==> config.mk <==
export PLATFORM = sky130hd
export DESIGN_NAME = apb_master_arbiter
export DESIGN_NICKNAME = d
export VERILOG_FILES = /design/src/rtl/apb_master_arbiter.sv
export SDC_FILE = /design/constraint.sdc
export NUM_CORES = 1
export LEC_CHECK = 0
export CORE_AREA = 4 4 123 125
export DETAILED_ROUTE_END_ITERATION = 10
export DIE_AREA = 0 0 127 129
export HOLD_SLACK_MARGIN = 0.12
export PLACE_DENSITY = 0.8
export SLEW_MARGIN = 20
export SYNTH_ARGS = -nofsm -noshare
export SYNTH_HDL_FRONTEND = slang
export SYNTH_SLANG_ARGS = --single-unit
export TNS_END_PERCENT = 5
==> constraint.sdc <==
create_clock -name ACLK -period 1.9 [get_ports ACLK]
set_clock_uncertainty 0.15 [all_clocks]
set_input_delay 0.19 -clock ACLK [delete_from_list [all_inputs] [get_ports ACLK]]
set_output_delay 0.19 -clock ACLK [all_outputs]
set_load 0.01 [all_outputs]
==> src/rtl/apb_master_arbiter.sv <==
// Two-requester APB arbiter: round-robin grant of one shared APB completer port.
// Optional access-phase watchdog is compiled in with `define APB_ARB_TIMEOUT_EN.
module apb_master_arbiter #(
   parameter int ADDR_WIDTH     = 32,
   parameter int DATA_WIDTH     = 32,
   parameter int TIMEOUT_CYCLES = 255
) (
   input  logic                    ACLK,
   input  logic                    ARESETn,
   // requester side
   input  logic [1:0]              S_PSEL,
   input  logic [1:0]              S_PENABLE,
   input  logic [1:0]              S_PWRITE,
   input  logic [2*ADDR_WIDTH-1:0] S_PADDR,
   input  logic [2*DATA_WIDTH-1:0] S_PWDATA,
   output logic [2*DATA_WIDTH-1:0] S_PRDATA,
   output logic [1:0]              S_PREADY,
   output logic [1:0]              S_PSLVERR,
   // completer side
   output logic                    M_PSEL,
   output logic                    M_PENABLE,
   output logic                    M_PWRITE,
   output logic [ADDR_WIDTH-1:0]   M_PADDR,
   output logic [DATA_WIDTH-1:0]   M_PWDATA,
   input  logic [DATA_WIDTH-1:0]   M_PRDATA,
   input  logic                    M_PREADY,
   input  logic                    M_PSLVERR
);

   typedef enum logic [1:0] {
      ST_IDLE   = 2'd0,
      ST_SETUP  = 2'd1,
      ST_ACCESS = 2'd2,
      ST_RESP   = 2'd3
   } state_t;

   state_t                  state;
   state_t                  state_nxt;

   // grant doubles as the last-grant pointer: it always names the requester
   // that won most recently, which is also the one being served.
   logic                    grant;
   logic                    arb_win;
   logic                    start_xfer;
   logic                    access_timeout;

   logic                    cap_write;
   logic [ADDR_WIDTH-1:0]   cap_addr;
   logic [DATA_WIDTH-1:0]   cap_wdata;
   logic [DATA_WIDTH-1:0]   cap_rdata;
   logic                    cap_slverr;

   // Requester enables are accepted on the port but do not sequence anything.
   logic                    unused_penable;
   assign unused_penable = ^S_PENABLE;

   assign start_xfer = (state == ST_IDLE) && (|S_PSEL);

   always_comb begin
      case (S_PSEL)
         2'b01:   arb_win = 1'b0;
         2'b10:   arb_win = 1'b1;
         2'b11:   arb_win = ~grant;
         default: arb_win = 1'b0;
      endcase
   end

`ifdef APB_ARB_TIMEOUT_EN
   localparam int CNT_W = (TIMEOUT_CYCLES > 1) ? $clog2(TIMEOUT_CYCLES + 1) : 1;

   logic [CNT_W-1:0] tmo_cnt;

   always_ff @(posedge ACLK or negedge ARESETn) begin
      if (!ARESETn) begin
         tmo_cnt <= '0;
      end else if (state == ST_SETUP) begin
         tmo_cnt <= '0;
      end else if ((state == ST_ACCESS) && !M_PREADY) begin
         tmo_cnt <= tmo_cnt + CNT_W'(1);
      end
   end

   // Fires on the last permitted access cycle that still has no M_PREADY.
   assign access_timeout = (state == ST_ACCESS) && !M_PREADY &&
                           (tmo_cnt == CNT_W'(TIMEOUT_CYCLES - 1));
`else
   localparam int unused_timeout_cycles = TIMEOUT_CYCLES;

   assign access_timeout = 1'b0;
`endif

   // NOTE: state and every captured register use non-blocking assignments so
   // all flops update together on the edge, independent of block ordering.
   always_ff @(posedge ACLK or negedge ARESETn) begin
      if (!ARESETn) begin
         state <= ST_IDLE;
      end else begin
         state <= state_nxt;
      end
   end

   always_ff @(posedge ACLK or negedge ARESETn) begin
      if (!ARESETn) begin
         grant      <= 1'b1;
         cap_write  <= 1'b0;
         cap_addr   <= '0;
         cap_wdata  <= '0;
         cap_rdata  <= '0;
         cap_slverr <= 1'b0;
      end else begin
         if (start_xfer) begin
            grant     <= arb_win;
            cap_write <= S_PWRITE[arb_win];
            cap_addr  <= arb_win ? S_PADDR[2*ADDR_WIDTH-1:ADDR_WIDTH]
                                 : S_PADDR[ADDR_WIDTH-1:0];
            cap_wdata <= arb_win ? S_PWDATA[2*DATA_WIDTH-1:DATA_WIDTH]
                                 : S_PWDATA[DATA_WIDTH-1:0];
         end
         if ((state == ST_ACCESS) && M_PREADY) begin
            cap_rdata  <= cap_write ? '0 : M_PRDATA;
            cap_slverr <= M_PSLVERR;
         end else if (access_timeout) begin
            cap_rdata  <= '0;
            cap_slverr <= 1'b1;
         end
      end
   end

   // NOTE: every output and next-state value gets a default before the case,
   // so no path through this block can infer a latch.
   always_comb begin
      state_nxt = state;
      M_PSEL    = 1'b0;
      M_PENABLE = 1'b0;
      M_PWRITE  = 1'b0;
      M_PADDR   = '0;
      M_PWDATA  = '0;
      S_PREADY  = '0;
      S_PSLVERR = '0;
      S_PRDATA  = '0;

      case (state)
         ST_IDLE: begin
            if (|S_PSEL) begin
               state_nxt = ST_SETUP;
            end
         end

         ST_SETUP: begin
            M_PSEL    = 1'b1;
            M_PWRITE  = cap_write;
            M_PADDR   = cap_addr;
            M_PWDATA  = cap_wdata;
            state_nxt = ST_ACCESS;
         end

         ST_ACCESS: begin
            M_PSEL    = 1'b1;
            M_PENABLE = 1'b1;
            M_PWRITE  = cap_write;
            M_PADDR   = cap_addr;
            M_PWDATA  = cap_wdata;
            if (M_PREADY || access_timeout) begin
               state_nxt = ST_RESP;
            end
         end

         ST_RESP: begin
            S_PREADY[grant]  = 1'b1;
            S_PSLVERR[grant] = cap_slverr;
            if (grant) begin
               S_PRDATA[2*DATA_WIDTH-1:DATA_WIDTH] = cap_rdata;
            end else begin
               S_PRDATA[DATA_WIDTH-1:0] = cap_rdata;
            end
            state_nxt = ST_IDLE;
         end

         default: state_nxt = ST_IDLE;
      endcase
   end

endmodule

==> results.py, run 1 <==
metrics = {
    "routing": {
        "wl_um": 19360,
        "first_pass_iters": 4,
        "num_vias": 5543,
        "drc_errors": 0,
        "viasPerCell": 4.854,
        "drt-wirelength-per-cell_um": 16.95,
        "ant_nets": 0,
        "drt_iter0_markers": 270,
    },
    "yosys": {
        "synth_xor_area_frac": 0,
        "syn_avg_cell_area_sq_um": 8.151,
        "synth_seq_cells": 101,
        "syn_area_sq_mm": 0.005404,
        "yosys_warnings": 0,
        "synth-seq-area-share": 0.4679,
        "synth-compound-area-share": 0.1144,
        "synthMuxAreaShare": 0.004168,
        "syn-num-nets": 837,
        "synth_area_leaders": "dfrtp_1, and2_1, nand2_1",
        "synth_top_family_by_area": "simple AND/OR/NAND/NOR gates",
        "synth_cell_type_count": 24,
        "netlist.area_leader.share": 0.4631,
        "synth_fa_ha_area_frac": 0.009261,
        "postSynthCellCount": 663,
        "yosys.area_share.simple": 0.3512,
        "synth_largest_area_cell": "dfrtp_1",
    },
    "clocking": {
        "clock-sinks": 101,
        "clkLatencyLatePin_ns": 0.35,
        "ctsRootBufferMaster": "clkbuf_16",
        "cts_buffers": 9,
        "cts_max_level": 3,
        "cts_tree": "yes",
        "cts_buffer_depth": 2,
        "clkTransAtPathRegs_ns": 0.06,
    },
    "global_routing": {
        "antenna_found_initial": 0,
        "grt_pass1_wl_um": 28620,
        "first_global_vias": 5388,
        "grt_use_total": 0.2241,
        "grt.overflow.total": 0,
        "grt_max_degree": 41,
    },
    "finish": {
        "final_cells": 1142,
        "final_util": 0.6559,
        "antenna_cells": 0,
        "syn_to_final_growth_pct": 68.49,
        "layout.nets": 1132,
        "drive_gt1_frac": 0.2557,
        "design_area_sq_mm": 0.009105,
    },
    "die": {
        "io_pins": 305,
        "chipWidth_um": 127,
        "initial_core_util": 0.3893,
        "coreArea_sq_mm": 0.01388,
        "rows": 43,
        "fp.dieH_um": 129,
        "dieArea_sq_mm": 0.01638,
    },
    "timing": {
        "tightest_slew_ns": 0.5182,
        "setup_tns_ns": -7.936,
        "max-slew-margin-rel": 0.6545,
        "layout_setup_ws_ns": -0.1433,
        "period_share": 1.075,
        "max_freq_ghz": 0.4894,
        "grt_setup_unrepaired": "true",
        "layout_min_cycle_time_ns": 2.043,
        "slew_violations": 0,
        "hold_violations": 0,
        "setup_viol": 93,
    },
    "power_and_ir_drop": {
        "seqPwrFrac": 0.261,
        "comb_power_share": 0.608,
        "p_leak_nw": 4.261,
        "p_int_w": 0.009322,
        "p_per_area_mw_per_mm2": 1657,
        "p_total_w": 0.01509,
        "ir_worst_vdd_mv": 0.8126,
        "p_switching_w": 0.005764,
        "netSwitchingFraction": 0.3821,
        "clock_power_share": 0.131,
    },
    "flow_run": {
        "drv_cap": 0,
    },
    "placement": {
        "place_area_sq_mm": 0.008746,
        "gp_congestion": 0.7961,
        "dp_hpwl_um": 13740,
        "io_buffers": 302,
        "dp_cells": 1113,
    },
    "setup_path": {
        "cp.required_ns": 1.56,
        "rrSetupSlack_ns": 0.15,
        "worstPathCellList": "inv_2 > ha_4 > buf_12 > buf_12 > and2_1 > buf_2",
        "cp_data_arrival_time_ns": 1.70,
        "cp-end-kind": "output pin",
        "reg2regPathDepth": 5,
        "slowest_delay_ns": 0.44,
        "crit_type": "reg -> out",
        "crit_path_start": "state[0]$_DFFE_PN0P_",
        "setup.worst_path.end": "M_PADDR[0]",
        "start_kind": "register",
        "worst_path_max_delay_cell": "dfrtp_2",
        "regToRegStartpoint": "state[1]$_DFFE_PN0P_",
        "crit_top_cell": "buf_12",
        "r2r-end": "state[1]$_DFFE_PN0P_",
        "cp_max_fo": 11,
    },
    "hold_path": {
        "hp-class": "in -> async",
    },
    "status": {
        "violations": "negative setup slack",
        "status": "complete, but fails checks",
    },
}
-- power groups by stage --
stage          Sequential (W)  Combinational (W)  Clock, W
2_1_floorplan         0.00364            0.00425         0
3_3_place_gp          0.00388            0.00846         0
3_5_place_dp          0.00391            0.00857         0
4_1_cts               0.00390            0.00854   0.00202
5_1_grt               0.00407            0.00995   0.00210
6_report              0.00393            0.00918   0.00197
-- state kept, by name, summed over array words and instances, names as in the netlist --
signal and cells:
cap_rdata 32, cap_write 1, grant 1, cap_slverr 1
cap_wdata 32, cap_addr 32, state 2
-- how the worst min path moves through the flow --
stage / startpoint / to / slack [ns] / cells after the start
2_1_floorplan: ARESETn / cap_addr[0]$_DFFE_PN0P_ / -0.26 / 0
3_3_place_gp: ARESETn / cap_rdata[12]$_DFFE_PN0P_ / 0.05 / 1
3_5_place_dp: ARESETn / cap_rdata[4]$_DFFE_PN0P_ / 0.05 / 1
4_1_cts: ARESETn / cap_rdata[4]$_DFFE_PN0P_ / 0.22 / 2
5_1_grt: S_PADDR[63] / cap_addr[31]$_DFFE_PN0P_ / 0.25 / 3
6_report: ARESETn / cap_rdata[4]$_DFFE_PN0P_ / 0.21 / 2
-- metal layers --
metal	global-route usage	share of wire
met2	0.3820	0.50
met3	0.07098	0.097
met5	0	0
met4	0.08770	0.027
met1	0.2645	0.38
-- cell usage after synthesis --
cell      instances
nand2_1         163
dfrtp_1         100
and2_1           99
a31oi_1          66
nor2_1           65
and3_1           33
nand2b_1         32
o21ai_0          32
clkbuf_1         30
buf_2            16
buf_6             5
ha_1              4
buf_4             3
inv_1             3
a21oi_1           2
mux2_2            2
a21bo_2           1
a21boi_1          1
buf_1             1
dfstp_2           1
nor2b_2           1
nor3b_1           1
o21a_1            1
o32a_1            1
-- cells in the final DEF (no fill, tap or decap), types with 2 or more instances in the layout --
master           count
clkdlybuf4s50_1    166
nand2_1            162
dfrtp_1             98
a31oi_1             66
nor2_1              65
buf_2               55
and2_1              53
buf_6               50
and2_4              46
and3_1              32
nand2b_1            32
o21ai_0             32
clkbuf_2            28
buf_12              17
buf_4               13
clkbuf_16           11
clkinv_2             3
buf_16               3
inv_2                2
a21oi_1              2
mux2_2               2
ha_4                 2
ha_1                 2
bufinv_16            2
clkdlybuf4s15_1      2
clkdlybuf4s15_2      2
dfrtp_2              2
-- cells by family after synthesis --
kind of cell               after synthesis
muxes                                    2
and+or+nand+nor                        394
AOI/OAI and AO/OA                      104
DFF                                    101
adders and majority gates                4
buffers and inverters                   58
-- area by class of cell --
type / instances / area (sq um)
inverters: 3 / 11.26
repair buffers: 339 / 3263
flip-flops and latches: 101 / 2531
clock inverters: 5 / 75.07
multi-input cells: 504 / 2760
well taps: 180 / 225.2
fillers: 1164 / 4776
clock buffers: 10 / 239.0
-- through the flow --
| step | worst slack (ns) | hold slack, ns |
|---|---|---|
| final | -0.1433 | 0.2063 |
| after global routing | -0.1966 | 0.2491 |
| after CTS | -0.2642 | 0.2177 |
| after detailed placement | -0.1840 | 0.05156 |
| after global placement | -0.1677 | 0.04987 |
| after floorplan | 0.1463 | -0.2556 |
-- worst max-delay path: cells and delay by family, from the launching register on --
family / cells / cell delay, ns
buffers and inverters: 4 / 0.53
flip-flops: 1 / 0.44
AND/OR/NAND/NOR: 1 / 0.16
adder cells (fa/ha/maj): 1 / 0.24
-- what timing repair did --
action                                 4_1_cts  5_1_grt
cloned                                       3        2
pin swaps                                   25       17
buffers inserted                             5        3
endpoints found under the hold margin      101        0
hold buffers                                 1        0
resized for setup                          502      122
setup endpoints to repair                  135      132
Power figures use the tool's default switching activity.
==> run 2, diff against run 1 <==
clock period = 2.28 ns   (was 1.9 ns; I/O delays follow)
==> run 2 against run 1 <==
Compared with the run above: the flow now finishes without violations; final cell count decreased by 1.8%; core utilization is 0.17 points lower; critical endpoint is now S_PRDATA[14]; power decreased by 26%; sequential share of layout area about the same; cell area is 0.26% lower; non-clock buffer count shrank 19; first-iteration DRC count grew 8.1%; sequential cell count is the same; largest power group unchanged.
==> results.py, run 2 (same netlist as run 1, synthesis figures left out) <==
metrics = {
    "global_routing": {
        "grt_pass1_wl_um": 27060,
        "grt.overflow.total": 0,
        "grt_max_degree": 66,
        "antenna_found_initial": 0,
        "first_global_vias": 5211,
        "grt_use_total": 0.2094,
    },
    "timing": {
        "layout_setup_ws_ns": 0.05281,
        "hold_violations": 0,
        "tightest_slew_ns": 0.4882,
        "layout_min_cycle_time_ns": 2.227,
        "grt_setup_unrepaired": "true",
        "setup_viol": 0,
        "max-slew-margin-rel": 0.6745,
        "slew_violations": 0,
        "max_freq_ghz": 0.4490,
        "period_share": 0.9768,
    },
    "setup_path": {
        "worst_path_max_delay_cell": "dfrtp_1",
        "cp-end-kind": "output pin",
        "crit_family": "buffers and inverters",
        "start_kind": "register",
        "cp_data_arrival_time_ns": 1.85,
        "slowest_delay_ns": 0.39,
        "crit_type": "reg -> out",
        "cp.required_ns": 1.90,
        "crit_buf_inv": 2,
        "worstPathCellList": "ha_2 > nor2b_4 > clkbuf_16 > and2_1 > dlygate4sd2_1",
        "cp_max_fo": 17,
    },
    "die": {
        "io_pins": 305,
        "fp.dieH_um": 129,
        "rows": 43,
        "initial_core_util": 0.3893,
        "dieArea_sq_mm": 0.01638,
        "coreArea_sq_mm": 0.01388,
        "chipWidth_um": 127,
    },
    "routing": {
        "wl_um": 18130,
        "drt-wirelength-per-cell_um": 16.16,
        "viasPerCell": 4.856,
        "drc_errors": 0,
        "first_pass_iters": 4,
        "drt_iter0_markers": 292,
        "ant_nets": 0,
        "num_vias": 5448,
    },
    "finish": {
        "regArea_sq_mm": 0.002529,
        "final_cells": 1122,
        "final_util": 0.6542,
        "final_common_cell": "clkdlybuf4s50_1",
        "multi_input_area_sq_mm": 0.002633,
        "reg_top3": "cap_addr x32, cap_rdata x32, cap_wdata x32",
        "antenna_cells": 0,
        "mostFrequentLayoutCells": "clkdlybuf4s50_1, nand2_1, dfrtp_1",
        "syn_to_final_growth_pct": 68.05,
        "fillers": 1147,
        "layout.nets": 1113,
        "drive_gt1_frac": 0.04883,
    },
    "clocking": {
        "clkTransAtPathRegs_ns": 0.06,
        "cts_tree": "yes",
        "cts_buffers": 9,
        "cts_buffer_depth": 2,
        "clock-sinks": 101,
        "ctsRootBufferMaster": "clkbuf_16",
        "cts_max_level": 3,
        "clkLatencyLatePin_ns": 0.34,
    },
    "flow_run": {
        "drv_cap": 0,
    },
    "placement": {
        "dp_cells": 1105,
        "io_buffers": 302,
        "dp_hpwl_um": 13230,
        "preCtsSetupSlack_ns": 0.1182,
        "gp_congestion": 0.7842,
    },
    "power_and_ir_drop": {
        "ir_worst_vdd_mv": 0.7120,
        "p_per_area_mw_per_mm2": 1222,
        "p_leak_nw": 5.180,
    },
    "status": {
        "status": "finished clean",
    },
    "hold_path": {
        "hp-class": "in -> async",
    },
}
-- run 2: changes by cell type in the layout (fill, tap and decap cells not counted), sizes merged --
cell | previous run | this run
dlygate4sd2 | 0 | 47
clkbuf | 40 | 16
clkinv | 3 | 2
clkdlybuf4s15 | 4 | 16
bufinv | 2 | 0
buf | 138 | 17
clkdlybuf4s50 | 166 | 167
dlymetal6s2s | 0 | 68
-- run 2: worst reg2reg max path: cells and delay by family, from the launching register on --
family / cells / cell delay [ns]
compound gates: 1 / 0.16
fa+ha+maj: 1 / 0.28
buf+inv: 2 / 0.51
flops: 1 / 0.39
simple gates: 1 / 0.34
-- run 2: layout make-up --
| type | instances | share of cell area |
|---|---|---|
| Clock buffer | 12 | 0.02824 |
| Clock inverter | 2 | 0.001102 |
| Inverter | 3 | 0.001240 |
| Multi-Input combinational cell | 504 | 0.2899 |
| Sequential cell | 101 | 0.2785 |
| Tap cell | 180 | 0.02480 |
| Timing Repair Buffer | 320 | 0.3763 |
-- run 2: worst paths after layout --
path / from / end / slack, ns / cells after the start
max in group asynchronous: ARESETn / cap_addr[12]$_DFFE_PN0P_ / 1.01 / 3
setup / recovery: state[0]$_DFFE_PN0P_ / S_PRDATA[14] / 0.05 / 5
min in group ACLK: S_PWDATA[21] / cap_wdata[21]$_DFFE_PN0P_ / 0.28 / 3
hold reg to reg: cap_rdata[12]$_DFFE_PN0P_ / cap_rdata[12]$_DFFE_PN0P_ / 0.34 / 2
setup reg to reg: state[0]$_DFFE_PN0P_ / cap_rdata[28]$_DFFE_PN0P_ / 0.31 / 5
hold / removal: ARESETn / cap_rdata[12]$_DFFE_PN0P_ / 0.24 / 2
-- run 2: what timing repair did --
action                                  in CTS  in global routing
buffers inserted                             0                  1
gates cloned                                 0                  1
endpoints found under the setup margin     133                 68
hold buffers                                 1                  0
gates resized for setup                     68                 95
endpoints found under the hold margin       34                  0
-- run 2: where the power goes --
| group | switching [W] | internal, W | leakage, nW | total [W] |
|---|---|---|---|---|
| clock | 0.000632 | 0.000785 | 0.134 | 0.00142 |
| combinational | 0.00325 | 0.00323 | 3.85 | 0.00648 |
| sequential | 0.000505 | 0.00269 | 1.19 | 0.00320 |
-- run 2: layer usage --
metal,routed length [um],share of wire,GRT usage
met3,1806,0.10,0.08261
met5,0,0,0
met4,314,0.017,0.06309
met2,8811,0.49,0.3649
met1,7199,0.40,0.2380
-- run 2: metrics by stage --
step	cell area (sq um)	power, W	TNS, ns	hold slack, ns
after global placement	8648	0.01027	0	0.06852
final	9081	0.01109	0	0.2407
after floorplan	5404	0.006576	0	-0.2176
after CTS	8855	0.01115	-4.401	0.2539
after detailed placement	8648	0.01039	0	0.07073
after global routing	9081	0.01198	-0.03586	0.2912
==> run 3, diff against run 2 <==
CORE_AREA = 4 4 137 113   (was 4 4 123 125)
DIE_AREA = 0 0 141 117   (was 0 0 127 129)
==> run 3 against run 2 <==
Compared with the run above: non-clock buffer count rose by 2; sequential cell count did not move; via count fell by 2.3%.
==> results.py, run 3 (same netlist as run 1, synthesis figures left out) <==
metrics = {
    "timing": {
        "max-slew-margin-rel": 0.6279,
        "period_share": 0.9791,
        "tightest_slew_ns": 0.5581,
        "slew_violations": 0,
        "hold_violations": 0,
        "layout_min_cycle_time_ns": 2.232,
        "layout_setup_ws_ns": 0.04772,
        "setup_viol": 0,
        "max_freq_ghz": 0.4480,
        "grt_setup_unrepaired": "true",
    },
    "finish": {
        "reg_top3": "cap_addr x32, cap_rdata x32, cap_wdata x32",
        "design_area_sq_mm": 0.008862,
        "fillers": 1259,
        "final_common_cell": "clkdlybuf4s50_1",
        "multi_input_area_sq_mm": 0.002630,
        "final_cells": 1130,
        "mostFrequentLayoutCells": "clkdlybuf4s50_1, nand2_1, dlygate4sd2_1",
        "regArea_sq_mm": 0.002529,
        "antenna_cells": 0,
        "drive_gt1_frac": 0.04968,
        "syn_to_final_growth_pct": 64.00,
        "layout.nets": 1115,
    },
    "clocking": {
        "cts_max_level": 3,
        "cts_buffers": 9,
        "clock-sinks": 101,
        "ctsRootBufferMaster": "clkbuf_16",
        "cts_tree": "yes",
        "clkTransAtPathRegs_ns": 0.07,
        "cts_buffer_depth": 2,
        "clkLatencyLatePin_ns": 0.35,
    },
    "power_and_ir_drop": {
        "seqPwrFrac": 0.287,
        "p_per_area_mw_per_mm2": 1252,
        "p_leak_nw": 4.338,
        "p_int_w": 0.006660,
        "ir_worst_vdd_mv": 0.6588,
        "clock_power_share": 0.132,
        "netSwitchingFraction": 0.3995,
        "p_switching_w": 0.004431,
        "comb_power_share": 0.581,
        "p_total_w": 0.01109,
    },
    "setup_path": {
        "cp.required_ns": 1.90,
        "cp_max_fo": 29,
        "start_kind": "register",
        "crit_type": "reg -> out",
        "cp-end-kind": "output pin",
        "crit_family": "buffers and inverters",
        "slowest_delay_ns": 0.54,
        "cp.depth": 4,
        "crit_buf_inv": 2,
        "reg2regPathDepth": 5,
        "worstPathCellList": "ha_2 > buf_8 > and3_1 > clkdlybuf4s50_1",
        "cp_data_arrival_time_ns": 1.85,
        "worst_path_max_delay_cell": "clkdlybuf4s50_1",
    },
    "routing": {
        "viasPerCell": 4.711,
        "ant_nets": 0,
        "drt-wirelength-per-cell_um": 15.53,
        "wl_um": 17550,
        "drt_iter0_markers": 241,
        "first_pass_iters": 4,
        "drc_errors": 0,
        "num_vias": 5323,
    },
    "die": {
        "io_pins": 305,
        "chipWidth_um": 141,
        "initial_core_util": 0.3845,
        "dieArea_sq_mm": 0.01650,
        "coreArea_sq_mm": 0.01405,
        "fp.dieH_um": 117,
        "rows": 39,
    },
    "global_routing": {
        "grt_pass1_wl_um": 26730,
        "first_global_vias": 5106,
        "antenna_found_initial": 0,
        "grt.overflow.total": 0,
        "grt_max_degree": 102,
        "grt_use_total": 0.2069,
    },
    "flow_run": {
        "drv_cap": 0,
    },
    "placement": {
        "place_area_sq_mm": 0.008638,
        "dp_cells": 1109,
        "gp_congestion": 0.7691,
        "io_buffers": 302,
        "preCtsSetupSlack_ns": 0.1192,
        "dp_hpwl_um": 12640,
    },
    "hold_path": {
        "hp-class": "in -> reg",
        "whs_path_depth": 3,
    },
    "status": {
        "status": "finished clean",
    },
}
run 3: worst paths after layout:
kind / startpoint / to / slack [ns]
min in group asynchronous: ARESETn / cap_addr[19]$_DFFE_PN0P_ / 0.33
max: state[0]$_DFFE_PN0P_ / S_PSLVERR[1] / 0.05
min: S_PADDR[0] / cap_addr[0]$_DFFE_PN0P_ / 0.28
max reg2reg: state[0]$_DFFE_PN0P_ / cap_rdata[23]$_DFFE_PN0P_ / 0.46
max in group asynchronous: ARESETn / cap_wdata[13]$_DFFE_PN0P_ / 1.22
min reg2reg: cap_rdata[15]$_DFFE_PN0P_ / cap_rdata[15]$_DFFE_PN0P_ / 0.34
run 3: routing by layer:
metal  up-vias  share of wire  track usage
met2       200           0.48       0.3600
met1      2384           0.39       0.2273
met3        24           0.11       0.1019
met4         0          0.021      0.05810
met5         -              0            0
li1       2715              -            -
run 3: metrics by stage:
stage / hold WS (ns) / util / TNS, ns
after CTS: 0.2642 / 0.6275 / -0.3677
after global routing: 0.2711 / 0.6306 / -0.02216
final: 0.2792 / 0.6306 / 0
after detailed placement: 0.1933 / 0.6147 / 0
after global placement: 0.1941 / 0.6147 / 0
after floorplan: -0.2176 / - / 0
run 3: timing repair:
action                                  4_1_cts  5_1_grt
endpoints found under the setup margin      134       15
resized for setup                           134       21
hold buffers                                  1        0
gates cloned                                  1        0
pin swaps                                     1        0
endpoints found under the hold margin       100        0
buffers inserted                              0        3
run 3: final cells by class:
type / instances / share of cell area
tap: 184 / 0.02598
clock inverter: 4 / 0.003671
clock buffer: 12 / 0.02781
multi-input combinational: 504 / 0.2968
sequential: 101 / 0.2853
inverter: 3 / 0.001271
timing repair buffer: 322 / 0.3592
run 3: power by group through the flow:
stage                     combinational, W  clock, W  sequential, W
final                              0.00645   0.00147        0.00318
after global routing               0.00712   0.00159        0.00330
after CTS                          0.00650   0.00152        0.00320
after detailed placement           0.00710         0        0.00323
after global placement             0.00702         0        0.00319
after floorplan                    0.00354         0        0.00303
run 3: worst reg2reg max path, stage by stage (launching register included):
cell and delay [ns]:
dfrtp_1 0.40, inv_1 0.15, ha_1 0.27, nand2_2 0.26
buf_12 0.26, o21ai_0 0.23
